===== src/rtl/nw_arb_pkg.sv =====
// rtl/nw_arb_pkg.sv - shared types and constants for the strategy arbiter
package nw_arb_pkg;

   typedef enum logic [1:0] {
      NW_ARB_FIXED,
      NW_ARB_RR,
      NW_ARB_WRR,
      NW_ARB_RSVD
   } nw_arb_strategy_e;

   typedef enum logic {
      NW_ARB_IDLE,
      NW_ARB_BUSY
   } nw_arb_state_e;

   localparam int NW_ARB_STAT_W = 16;

endpackage


===== src/rtl/nw_rr_pick.sv =====
// rtl/nw_rr_pick.sv - rotate-priority picker: first set mask bit at or after start, wrapping
module nw_rr_pick #(
   parameter int N     = 4,
   parameter int IDX_W = 2
) (
   input  logic [N-1:0]     mask,
   input  logic [IDX_W-1:0] start,
   output logic             found,
   output logic [IDX_W-1:0] idx
);

   int               c;
   logic [IDX_W-1:0] cand;

   always_comb begin
      found = 1'b0;
      idx   = '0;
      c     = 0;
      cand  = '0;
      for (int k = 0; k < N; k++) begin
         c = int'(start) + k;
         if (c >= N) c = c - N;
         cand = IDX_W'(c);
         if (!found && mask[cand]) begin
            found = 1'b1;
            idx   = cand;
         end
      end
   end

endmodule


===== src/rtl/nw_strategy_arbiter.sv =====
// rtl/nw_strategy_arbiter.sv - packet arbiter with runtime-selectable strategy
// Optional per-requester grant counters: NW_STRATEGY_ARB_STATS_EN
module nw_strategy_arbiter
   import nw_arb_pkg::*;
#(
   parameter  int NUM_REQ  = 4,
   parameter  int WEIGHT_W = 4,
   localparam int ID_W     = $clog2(NUM_REQ)
) (
   input  logic                        clk,
   input  logic                        rst,
   input  logic [1:0]                  cfg_strategy,
   input  logic [NUM_REQ*WEIGHT_W-1:0] cfg_weight,
   input  logic [NUM_REQ-1:0]          req_valid,
   input  logic [NUM_REQ-1:0]          req_last,
   output logic [NUM_REQ-1:0]          req_ready,
   output logic                        res_valid,
   output logic                        res_last,
   input  logic                        res_ready,
   output logic                        gnt_active,
`ifdef NW_STRATEGY_ARB_STATS_EN
   input  logic                        stat_clr,
   output logic [NUM_REQ*NW_ARB_STAT_W-1:0] stat_grants,
`endif
   output logic [ID_W-1:0]             gnt_id
);

   localparam logic [ID_W-1:0] LAST_IDX = ID_W'(NUM_REQ - 1);

   nw_arb_state_e    state, state_nxt;
   nw_arb_strategy_e strat;

   logic [ID_W-1:0]     last_winner, rr_start, pick_start, pick_idx;
   logic [NUM_REQ-1:0]  pick_mask, credit_nz, wrr_elig;
   logic                pick_found, do_grant, wrr_reload, pkt_done;
   logic [WEIGHT_W-1:0] credit      [NUM_REQ];
   logic [WEIGHT_W-1:0] weight_eff  [NUM_REQ];
   logic [WEIGHT_W-1:0] credit_base [NUM_REQ];

   assign strat    = nw_arb_strategy_e'(cfg_strategy);
   assign rr_start = (last_winner == LAST_IDX) ? '0 : last_winner + ID_W'(1);

   // A weight of 0 still earns one packet per round.
   always_comb begin
      for (int i = 0; i < NUM_REQ; i++) begin
         weight_eff[i] = (cfg_weight[i*WEIGHT_W +: WEIGHT_W] == '0) ?
                         WEIGHT_W'(1) : cfg_weight[i*WEIGHT_W +: WEIGHT_W];
         credit_nz[i]  = (credit[i] != '0);
      end
      wrr_elig   = req_valid & credit_nz;
      wrr_reload = (strat == NW_ARB_WRR) && (wrr_elig == '0);
      for (int i = 0; i < NUM_REQ; i++)
         credit_base[i] = wrr_reload ? weight_eff[i] : credit[i];
   end

   // Fixed priority reuses the rotating picker with the search pinned at 0.
   always_comb begin
      case (strat)
         NW_ARB_RR: begin
            pick_mask  = req_valid;
            pick_start = rr_start;
         end
         NW_ARB_WRR: begin
            pick_mask  = wrr_reload ? req_valid : wrr_elig;
            pick_start = rr_start;
         end
         default: begin
            pick_mask  = req_valid;
            pick_start = '0;
         end
      endcase
   end

   nw_rr_pick #(
      .N     (NUM_REQ),
      .IDX_W (ID_W)
   ) u_pick (
      .mask  (pick_mask),
      .start (pick_start),
      .found (pick_found),
      .idx   (pick_idx)
   );

   assign do_grant = (state == NW_ARB_IDLE) && pick_found;
   assign pkt_done = (state == NW_ARB_BUSY) && req_valid[gnt_id] &&
                     res_ready && req_last[gnt_id];

   always_ff @(posedge clk) begin
      if (rst) state <= NW_ARB_IDLE;
      else     state <= state_nxt;
   end

   always_comb begin
      state_nxt = state;
      case (state)
         NW_ARB_IDLE: if (do_grant) state_nxt = NW_ARB_BUSY;
         NW_ARB_BUSY: if (pkt_done) state_nxt = NW_ARB_IDLE;
         default:     state_nxt = NW_ARB_IDLE;
      endcase
   end

   always_comb begin
      req_ready  = '0;
      res_valid  = 1'b0;
      res_last   = 1'b0;
      gnt_active = 1'b0;
      if (state == NW_ARB_BUSY) begin
         gnt_active        = 1'b1;
         res_valid         = req_valid[gnt_id];
         res_last          = req_last[gnt_id];
         req_ready[gnt_id] = res_ready;
      end
   end

   always_ff @(posedge clk) begin
      if (rst) begin
         gnt_id      <= '0;
         last_winner <= LAST_IDX;
         for (int i = 0; i < NUM_REQ; i++) credit[i] <= weight_eff[i];
      end else if (do_grant) begin
         gnt_id      <= pick_idx;
         last_winner <= pick_idx;
         if (strat == NW_ARB_WRR) begin
            for (int i = 0; i < NUM_REQ; i++)
               credit[i] <= credit_base[i] -
                            ((ID_W'(i) == pick_idx) ? WEIGHT_W'(1) : WEIGHT_W'(0));
         end
      end
   end

`ifdef NW_STRATEGY_ARB_STATS_EN
   logic [NW_ARB_STAT_W-1:0] stat_cnt [NUM_REQ];

   always_ff @(posedge clk) begin
      for (int i = 0; i < NUM_REQ; i++) begin
         if (rst || stat_clr)
            stat_cnt[i] <= '0;
         else if (do_grant && (ID_W'(i) == pick_idx) && (stat_cnt[i] != '1))
            stat_cnt[i] <= stat_cnt[i] + NW_ARB_STAT_W'(1);
      end
   end

   always_comb begin
      for (int i = 0; i < NUM_REQ; i++)
         stat_grants[i*NW_ARB_STAT_W +: NW_ARB_STAT_W] = stat_cnt[i];
   end
`endif

endmodule


===== config.mk =====
export PLATFORM = sky130hd
export DESIGN_NAME = nw_strategy_arbiter
export DESIGN_NICKNAME = d
export VERILOG_FILES = /design/src/rtl/nw_arb_pkg.sv /design/src/rtl/nw_rr_pick.sv /design/src/rtl/nw_strategy_arbiter.sv
export SDC_FILE = /design/constraint.sdc
export NUM_CORES = 1
export LEC_CHECK = 0
export BUFFER_PORTS_ARGS = -buffer_cell sky130_fd_sc_hd__clkbuf_2
export CAP_MARGIN = 25
export CORE_ASPECT_RATIO = 0.5
export CORE_MARGIN = 10
export CORE_UTILIZATION = 55
export CTS_BUF_LIST = sky130_fd_sc_hd__clkbuf_16
export CTS_CLUSTER_DIAMETER = 150
export CTS_CLUSTER_SIZE = 16
export DETAILED_ROUTE_END_ITERATION = 6
export GPL_TIMING_DRIVEN = 1
export MAX_ROUTING_LAYER = met4
export PLACE_DENSITY = 0.8
export SYNTH_ARGS = -nofsm -noshare
export SYNTH_HDL_FRONTEND = slang
export SYNTH_SLANG_ARGS = --single-unit

===== constraint.sdc =====
create_clock -name clk -period 4.08 [get_ports clk]
set_clock_uncertainty 0.05 [all_clocks]
set_input_delay 1.224 -clock clk [delete_from_list [all_inputs] [get_ports clk]]
set_output_delay 1.224 -clock clk [all_outputs]
set_load 0.01 [all_outputs]

==> results.cfg, run 1 <==
[floorplanning]
fp.dieW_um = 102
initial_utilization_pct = 59.7
coreArea_mm2 = 0.00314
die_h_um = 61.2
rows = 14
die_area_mm2 = 0.00628
io_pins = 38

[pwr]
power.density_mw_per_mm2 = 326
intPower_mw = 0.490
switchingPower_mw = 0.243
p_total_mw = 0.733
vdd_drop_max_uv = 218
power_frac_clock_pct = 30.2
combPwrFrac_pct = 31.0
pwr-share-seq_pct = 38.8
leakage_nw = 0.879
swShare_pct = 33.2

[yosys]
synth-seq-area-share_pct = 31.0
synthArstFlopShare_pct = 0
avgSynthCellArea_um2 = 8.54
syn_nets = 258
yosys_warnings = 0
synth_edf_count = 16
ys.flop_type = edfxtp_1
syn_area_mm2 = 0.00187
synth_cell_types = 42
synthCells = 219
ys_ff_latch = 21

[global_routing]
grt_use_met2_pct = 29.9
met1_usage_pct = 23.6
top_usage_layer = met2
grt_pass1_vias = 1842
grt.overflow.total = 0
grt_use_met3_pct = 4.47
antenna_found_initial = 0
grt_pass1_wl_mm = 9.07
globalRouteTotalUtil_pct = 18.6
grt_max_degree = 21

[final_layout]
n_antenna_cell = 0
design_area_mm2 = 0.00225
final_cell_mix = 37 x clkbuf_2, 31 x a21oi_1, 26 x nor2_1, 23 x nand2_1, 16 x edfxtp_1
area_growth_pct = 20.3
finalNetCount = 304
final_common_cell = clkbuf_2
drive_gt1_share_pct = 23.9

[timing]
drv_slew = 0
rsz0062_at_grt = false
hold_viol = 0
setup_viol_count_final = 0
slew_headroom_pct = 58.6
tightest_slew_ns = 0.615
period_needed_ns = 3.75
fmaxAchievable_ghz = 0.266
tns_ns = 0
post-route-period-util_pct = 92.0

[detailed_routing]
wl_per_cell_um = 18.0
drcViolationCount = 0
first_iter_violations = 170
num_vias = 1958
routed_wl_mm = 5.46
via_per_inst = 6.44
route.antenna.remaining_nets = 0
drt-pass1-iter-count = 5

[critical_path]
cp_slowest_cell = o311ai_2
cpPeakStageDelay_ns = 0.49
crit_path_end_kind = register
crit_chain = clkbuf_2, o41a_1, o311ai_2, a22oi_2, a32o_1, a211oi_4, and3_1, ha_1, nand2_1, xnor2_1, o21ai_0, a21oi_1
worst-r2r-setup-slack_ns = 0.62
crit_buf_inv = 1
cp.arrival_ns = 3.71
crit_family = compound AO/OA/AOI/OAI gates
r2r_start = credit[0][1]
critical_path_required_ns = 4.04
crit_type = input port to register
r2r_cells = 11
startpoint_type = input port
timing.rr.end = credit[2][3]
worstPathMaxFanout = 6

[clock_tree]
cts-resized-gates = 0
cts_max_path_buffers = 2
cts_setup_buffers = 0
cts-root-buf = clkbuf_16
hold_buffers = 0
cts_made_buffers = 3
clock-sinks = 21
cts_tree = yes
clk_pin_slew_ns = 0.06
clk_latency_ns = 0.26
htreeDepth = 1

[placement]
portBuffers = 37
placed_area_mm2 = 0.00217
gp_congestion = 0.955
dp.final_hpwl_mm = 4.15

[min_path]
holdCritStartpoint = last_winner[1]
holdPathEnd = last_winner[1]
holdCritPathClass = register to register
hold_path_depth = 2

[run]
max_cap_violations = 0

[status]
outcome = finished, final reports clean
==> layout make-up <==
type | count | area (um2)
Fill cell | 248 | 886
Timing Repair Buffer | 50 | 283
Sequential cell | 21 | 581
Multi-Input combinational cell | 186 | 1240
Clock buffer | 3 | 75.1
Inverter | 3 | 11.3
Tap cell | 40 | 50.0
Clock inverter | 1 | 7.51
==> synth_stat cells (2+ instances only) <==
| cell | n | share of area, % |
|---|---|---|
| a211oi_1 | 2 | 0.80 |
| a21o_1 | 3 | 1.2 |
| a21oi_1 | 31 | 8.3 |
| a22oi_1 | 2 | 0.80 |
| and2_1 | 4 | 1.3 |
| and3_1 | 4 | 1.3 |
| buf_2 | 2 | 0.54 |
| clkbuf_1 | 6 | 1.2 |
| dfxtp_1 | 5 | 5.4 |
| edfxtp_1 | 16 | 26 |
| ha_1 | 10 | 6.7 |
| inv_1 | 3 | 0.60 |
| mux2i_1 | 8 | 4.3 |
| mux4_2 | 2 | 2.4 |
| nand2_1 | 23 | 4.6 |
| nand2b_1 | 2 | 0.67 |
| nand3_1 | 6 | 1.6 |
| nand4_1 | 4 | 1.3 |
| nor2_1 | 26 | 5.2 |
| nor3_1 | 11 | 2.9 |
| nor3b_1 | 2 | 0.80 |
| nor4_1 | 5 | 1.7 |
| o21ai_0 | 5 | 1.3 |
| o21ai_1 | 4 | 1.1 |
| o22a_1 | 4 | 1.9 |
| o22ai_1 | 4 | 1.3 |
| o311ai_2 | 3 | 2.6 |
| o41a_1 | 5 | 3.0 |
| xnor2_1 | 4 | 1.9 |
==> worst register-to-register path: cells and delay by family, from the launching register on <==
family          cells  cell delay, ns
simple gates        2            0.32
flops               1            0.45
compound gates      7            2.01
xor+xnor            1            0.13
fa+ha+maj           1            0.23
==> routing by layer <==
metal | vias to the layer above | part of all wire (%)
li1 | 939 | -
met3 | 8 | 11
met2 | 114 | 44
met5 | - | 0
met4 | 0 | 0.77
met1 | 897 | 45
==> power groups by stage <==
stage               clock network [mW]  logic (mW)  registers (mW)
finish                           0.222       0.227           0.284
global route                     0.228       0.254           0.288
floorplan                            0       0.151           0.277
global placement                     0       0.220           0.287
CTS                              0.223       0.225           0.284
detailed placement                   0       0.223           0.288
==> cell families (layout without fill, tap and decap cells) <==
group | after synthesis | in the layout | synth area share, %
XOR/XNOR | 4 | 4 | 1.87
buffers and inverters | 12 | 57 | 2.54
AND/OR/NAND/NOR | 88 | 88 | 22.0
adder cells (fa/ha/maj) | 10 | 10 | 6.69
flip-flops | 21 | 21 | 31.0
AO/OA/AOI/OAI | 74 | 74 | 29.2
multiplexers | 10 | 10 | 6.69
==> flip-flops by register name (all words and copies together), names as in the netlist <==
name / cells
state: 1
credit: 16
gnt_id: 2
last_winner: 2
==> through the flow <==
stage          util, %  worst slack (ns)  hold slack, ns  cells
6_report          71.7             0.326           0.442    304
5_1_grt           71.7            0.0722           0.462    304
3_3_place_gp      69.1             0.100           0.414    300
3_5_place_dp      69.1             0.107           0.432    300
4_1_cts           71.7             0.353           0.447    304
2_1_floorplan        -             0.376           0.386    219
==> how the worst max path moves through the flow <==
stage                     slack, ns  cells past startpoint            to            start
after floorplan                0.38                     12  credit[0][2]  cfg_strategy[0]
after global placement         0.10                     12  credit[2][3]     req_valid[0]
after detailed placement       0.11                     12  credit[2][3]     req_valid[0]
after CTS                      0.35                     12  credit[2][3]     req_valid[0]
after global routing           0.07                     12  credit[2][3]     req_valid[0]
final                          0.33                     12  credit[2][3]     req_valid[0]
Power figures use the tool's default switching activity.
==> run 2: changes to the inputs <==
--- a/config.mk
+++ b/config.mk
@@ -7,16 +7,17 @@
 export LEC_CHECK = 0
 export BUFFER_PORTS_ARGS = -buffer_cell sky130_fd_sc_hd__clkbuf_2
 export CAP_MARGIN = 25
-export CORE_ASPECT_RATIO = 0.5
+export CELL_PAD_IN_SITES_DETAIL_PLACEMENT = 1
+export CELL_PAD_IN_SITES_GLOBAL_PLACEMENT = 1
 export CORE_MARGIN = 10
-export CORE_UTILIZATION = 55
-export CTS_BUF_LIST = sky130_fd_sc_hd__clkbuf_16
+export CORE_UTILIZATION = 42
+export CTS_BUF_LIST = sky130_fd_sc_hd__clkbuf_4 sky130_fd_sc_hd__clkbuf_8
 export CTS_CLUSTER_DIAMETER = 150
 export CTS_CLUSTER_SIZE = 16
 export DETAILED_ROUTE_END_ITERATION = 6
 export GPL_TIMING_DRIVEN = 1
 export MAX_ROUTING_LAYER = met4
-export PLACE_DENSITY = 0.8
+export PLACE_DENSITY_LB_ADDON = 0.1
 export SYNTH_ARGS = -nofsm -noshare
 export SYNTH_HDL_FRONTEND = slang
 export SYNTH_SLANG_ARGS = --single-unit
==> run 2 against run 1 <==
  * Die area is 20% higher
  * Maximum frequency is 0.77% higher
  * Design area is 1.3% lower
  * Global-route usage is 2.7 points lower
  * Hold slack better by 0.013 ns
  * Clock power is 35% lower
  * Sequential power hardly changed
  * Via count is 4.9% lower
  * Combinational power hardly changed
  * Final cell count is 3.0% higher
  * Total power is 11% lower
  * Critical endpoint unchanged
  * Largest cell class unchanged
  * Highest routed layer unchanged
==> results.cfg, run 2 (same netlist as run 1, synthesis figures left out) <==
[status]
outcome = finished, final reports clean

[timing]
post-route-period-util_pct = 91.3
drv_slew = 0
rsz0062_at_grt = false
setup_ws_ns = 0.355
hold_viol = 0
tightest_slew_ns = 0.569
slew_headroom_pct = 61.7
period_needed_ns = 3.73
fmaxAchievable_ghz = 0.268
setup_viol_count_final = 0
tns_ns = 0

[run]
max_cap_violations = 0

[global_routing]
grt_pass1_vias = 1952
grt_max_degree = 16
globalRouteTotalUtil_pct = 16.0
grt_pass1_wl_mm = 9.74
antenna_found_initial = 0
grt.overflow.total = 0

[final_layout]
biggestRegsByFlops = credit (16), gnt_id (2), last_winner (2)
area_growth_pct = 18.7
largest_register_ffs = 16
n_antenna_cell = 0
drive_gt1_share_pct = 23.0
finalNetCount = 301
design_area_mm2 = 0.00222
utilization_pct = 51.4
final_cell_mix = 37 x clkbuf_2, 31 x a21oi_1, 26 x nor2_1, 23 x nand2_1, 16 x edfxtp_1
largest_register = credit
final_common_cell = clkbuf_2

[detailed_routing]
first_iter_violations = 113
route.antenna.remaining_nets = 0
wl_per_cell_um = 18.4
drcViolationCount = 0
via_per_inst = 5.95
num_vias = 1863
routed_wl_mm = 5.75
drt-pass1-iter-count = 4

[critical_path]
crit_path_end_kind = register
critical_path_required_ns = 4.04
cp.arrival_ns = 3.69
worst-r2r-setup-slack_ns = 0.66
startpoint_type = input port
r2r_start = credit[0][1]
r2r_cells = 11
timing.rr.end = credit[2][3]
worstPathMaxFanout = 7
crit_type = input port to register

[placement]
gp_congestion = 0.924
dp.final_hpwl_mm = 4.57
post-place-ws_ns = 0.0736
placed_area_mm2 = 0.00217
portBuffers = 37

[floorplanning]
fp.dieW_um = 86.7
die_area_mm2 = 0.00752
io_pins = 38
die_h_um = 86.7
initial_utilization_pct = 43.3
coreArea_mm2 = 0.00432
rows = 24

[clock_tree]
cts-resized-gates = 0
hold_buffers = 0
cts_made_buffers = 3
cts_max_path_buffers = 2
htreeDepth = 1
cts-root-buf = clkbuf_8
cts_tree = yes
clk_pin_slew_ns = 0.08
cts_setup_buffers = 0
clk_latency_ns = 0.27
clock-sinks = 21

[pwr]
vdd_drop_max_uv = 165
power.density_mw_per_mm2 = 294
leakage_nw = 0.851
p_total_mw = 0.652

[min_path]
holdCritPathClass = register to register
holdCritStartpoint = last_winner[1]
hold_path_depth = 2
holdPathEnd = last_winner[1]
==> run 2: critical path, stage by stage <==
cell	delay, ns
clkbuf_2	0.14
o41a_1	0.22
o311ai_2	0.44
a22oi_2	0.16
a32o_1	0.27
a211oi_4	0.35
and3_1	0.23
ha_1	0.22
nand2_1	0.08
xnor2_1	0.12
o21ai_0	0.14
a21oi_1	0.09
==> run 2: through the flow <==
step           hold slack (ns)  std cells
5_1_grt                  0.505        313
6_report                 0.454        313
2_1_floorplan            0.386        219
3_5_place_dp             0.442        309
4_1_cts                  0.461        313
3_3_place_gp             0.416        309
==> run 2: where the power goes <==
group          total [mW]  internal (mW)  switching (mW)
combinational       0.224         0.0976           0.126
sequential          0.285          0.256          0.0290
clock               0.144         0.0691          0.0747
total               0.652          0.422           0.230
==> run 2: worst max-delay path by stage <==
stage / start / to / slack (ns)
6_report: req_valid[2] / credit[2][3] / 0.35
5_1_grt: req_valid[1] / credit[2][3] / 0.11
4_1_cts: req_valid[2] / credit[2][3] / 0.35
3_5_place_dp: req_valid[2] / credit[2][3] / 0.07
3_3_place_gp: req_valid[2] / credit[2][3] / 0.16
2_1_floorplan: cfg_strategy[0] / credit[0][2] / 0.38
==> run 2: area by class of cell <==
class	count	area, um2
tap	52	65.1
multi-input combinational	186	1240
clock buffer	3	41.3
inverter	3	11.3
timing repair buffer	47	273
clock inverter	1	7.51
fill	539	2100
sequential	21	581
==> run 2: layer usage <==
layer | share of wire (%) | global-route usage (%) | wire length, um
met1 | 46 | 20.0 | 2650
met5 | 0 | - | 0
met2 | 48 | 25.8 | 2780
met4 | 1.1 | 2.36 | 61
met3 | 4.3 | 3.85 | 247
==> run 3: changes to the inputs <==
==> constraint.sdc (replaced) <==
create_clock -name clk -period 3.95 [get_ports clk]
set_clock_uncertainty 0.05 [all_clocks]
set_input_delay 1.185 -clock clk [delete_from_list [all_inputs] [get_ports clk]]
set_output_delay 1.185 -clock clk [all_outputs]
set_load 0.01 [all_outputs]
==> run 3 against run 2 <==
  * Total power is 4.4% higher
  * Hold slack worse by 0.0076 ns
  * Register-to-register slack got worse by 0.18 ns
  * Global-route usage barely moved
  * Non-clock buffer count up 4
  * Setup slack got worse by 0.098 ns
  * First-iteration DRC count shrank 8.0%
  * Utilization up 0.64 points
  * Die area is the same
  * Via count increased by 2.3%
  * Critical path type unchanged
  * Critical endpoint is now credit[0][3]
  * Largest cell class unchanged
==> results.cfg, run 3 (same netlist as run 1, synthesis figures left out) <==
[status]
outcome = finished, final reports clean

[pwr]
vdd_drop_max_uv = 162
leakage_nw = 0.877
p_total_mw = 0.681
power.density_mw_per_mm2 = 303

[final_layout]
utilization_pct = 52.0
finalNetCount = 305
biggestRegsByFlops = credit (16), gnt_id (2), last_winner (2)
final_cell_mix = 37 x clkbuf_2, 31 x a21oi_1, 26 x nor2_1, 23 x nand2_1, 16 x edfxtp_1
drive_gt1_share_pct = 24.2
largest_register_ffs = 16
largest_register = credit
n_antenna_cell = 0
area_growth_pct = 20.2
finalNonFillerCells = 317
final_common_cell = clkbuf_2
fill_cells = 531

[detailed_routing]
wl_per_cell_um = 18.2
num_vias = 1905
routed_wl_mm = 5.77
drcViolationCount = 0
via_per_inst = 6.01
drt-pass1-iter-count = 4
first_iter_violations = 104
route.antenna.remaining_nets = 0

[global_routing]
antenna_found_initial = 0
grt.overflow.total = 0
globalRouteTotalUtil_pct = 15.9
grt_pass1_wl_mm = 9.59
grt_max_degree = 21
grt_pass1_vias = 1918

[floorplanning]
rows = 24
io_pins = 38
initial_utilization_pct = 43.3
coreArea_mm2 = 0.00432
die_area_mm2 = 0.00752
die_h_um = 86.7
fp.dieW_um = 86.7

[timing]
period_needed_ns = 3.69
tightest_slew_ns = 0.600
setup_viol_count_final = 0
hold_viol = 0
post-route-period-util_pct = 93.5
rsz0062_at_grt = false
tns_ns = 0
hold_ws_ns = 0.447
drv_slew = 0
fmaxAchievable_ghz = 0.271
slew_headroom_pct = 59.6

[critical_path]
critical_path_required_ns = 3.91
cp_slowest_cell = o311ai_2
crit_path_end_kind = register
cpPeakStageDelay_ns = 0.49
worst-r2r-setup-slack_ns = 0.48
startpoint_type = input port
worstPathMaxFanout = 6
crit_buf_inv = 1
crit_chain = clkbuf_2, o41a_1, o311ai_2, a22oi_2, a32o_1, a211oi_4, and2_1, ha_1, nand2_1, xnor2_1, o21ai_0, a21oi_1
cp.arrival_ns = 3.66
crit_family = compound AO/OA/AOI/OAI gates
crit_type = input port to register

[clock_tree]
cts-root-buf = clkbuf_8
htreeDepth = 1
clock-sinks = 21
cts_tree = yes
hold_buffers = 0
clk_latency_ns = 0.27
cts_made_buffers = 3
cts-resized-gates = 0
cts_max_path_buffers = 2
clk_pin_slew_ns = 0.09
cts_setup_buffers = 0

[placement]
gp_congestion = 0.894
placed_cells = 313
dp.final_hpwl_mm = 4.68
portBuffers = 37

[run]
max_cap_violations = 0

[min_path]
holdCritPathClass = register to register
-- run 3: worst min-delay path, delay by kind of cell, from the launching register on --
kind,cells,cell delay [ns]
flip-flops,1,0.34
AO/OA/AOI/OAI,2,0.13
-- run 3: area by class of cell --
class	count	area [um2]	area share [%]
clock inverter	1	5.00	0.223
multi-input combinational	186	1240	55.3
timing repair buffer	51	303	13.5
sequential	21	581	25.8
inverter	3	11.3	0.501
clock buffer	3	41.3	1.84
tap	52	65.1	2.89
-- run 3: path summary, 6_finish.rpt --
kind / startpoint / end / cells after the start
worst max register to register: credit[1][1] / credit[0][3] / 11
worst min register to register: last_winner[1] / last_winner[1] / 2
worst min-delay path: last_winner[1] / last_winner[1] / 2
worst max-delay path: req_valid[0] / credit[0][3] / 12
-- run 3: per-layer routing --
metal	wire [um]	vias up	GRT usage, %	share of wire [%]
met4	48	0	3.83	0.83
met1	2660	923	19.7	46
met3	223	4	2.81	3.9
li1	-	944	-	-
met5	0	-	-	0
met2	2830	34	26.2	49
-- run 3: metrics by stage --
| stage | cell area (um2) | worst slack [ns] |
|---|---|---|
| after global placement | 2200 | -0.0317 |
| after CTS | 2250 | 0.284 |
| after floorplan | 1870 | 0.285 |
| after detailed placement | 2200 | 0.00474 |
| after global routing | 2250 | 0.0964 |
| final | 2250 | 0.257 |
-- run 3: where the power goes --
| group | switching, mW | internal [mW] | total (mW) |
|---|---|---|---|
| sequential | 0.0296 | 0.264 | 0.294 |
| combinational | 0.132 | 0.107 | 0.239 |
| clock | 0.0781 | 0.0705 | 0.149 |
| total | 0.239 | 0.442 | 0.681 |
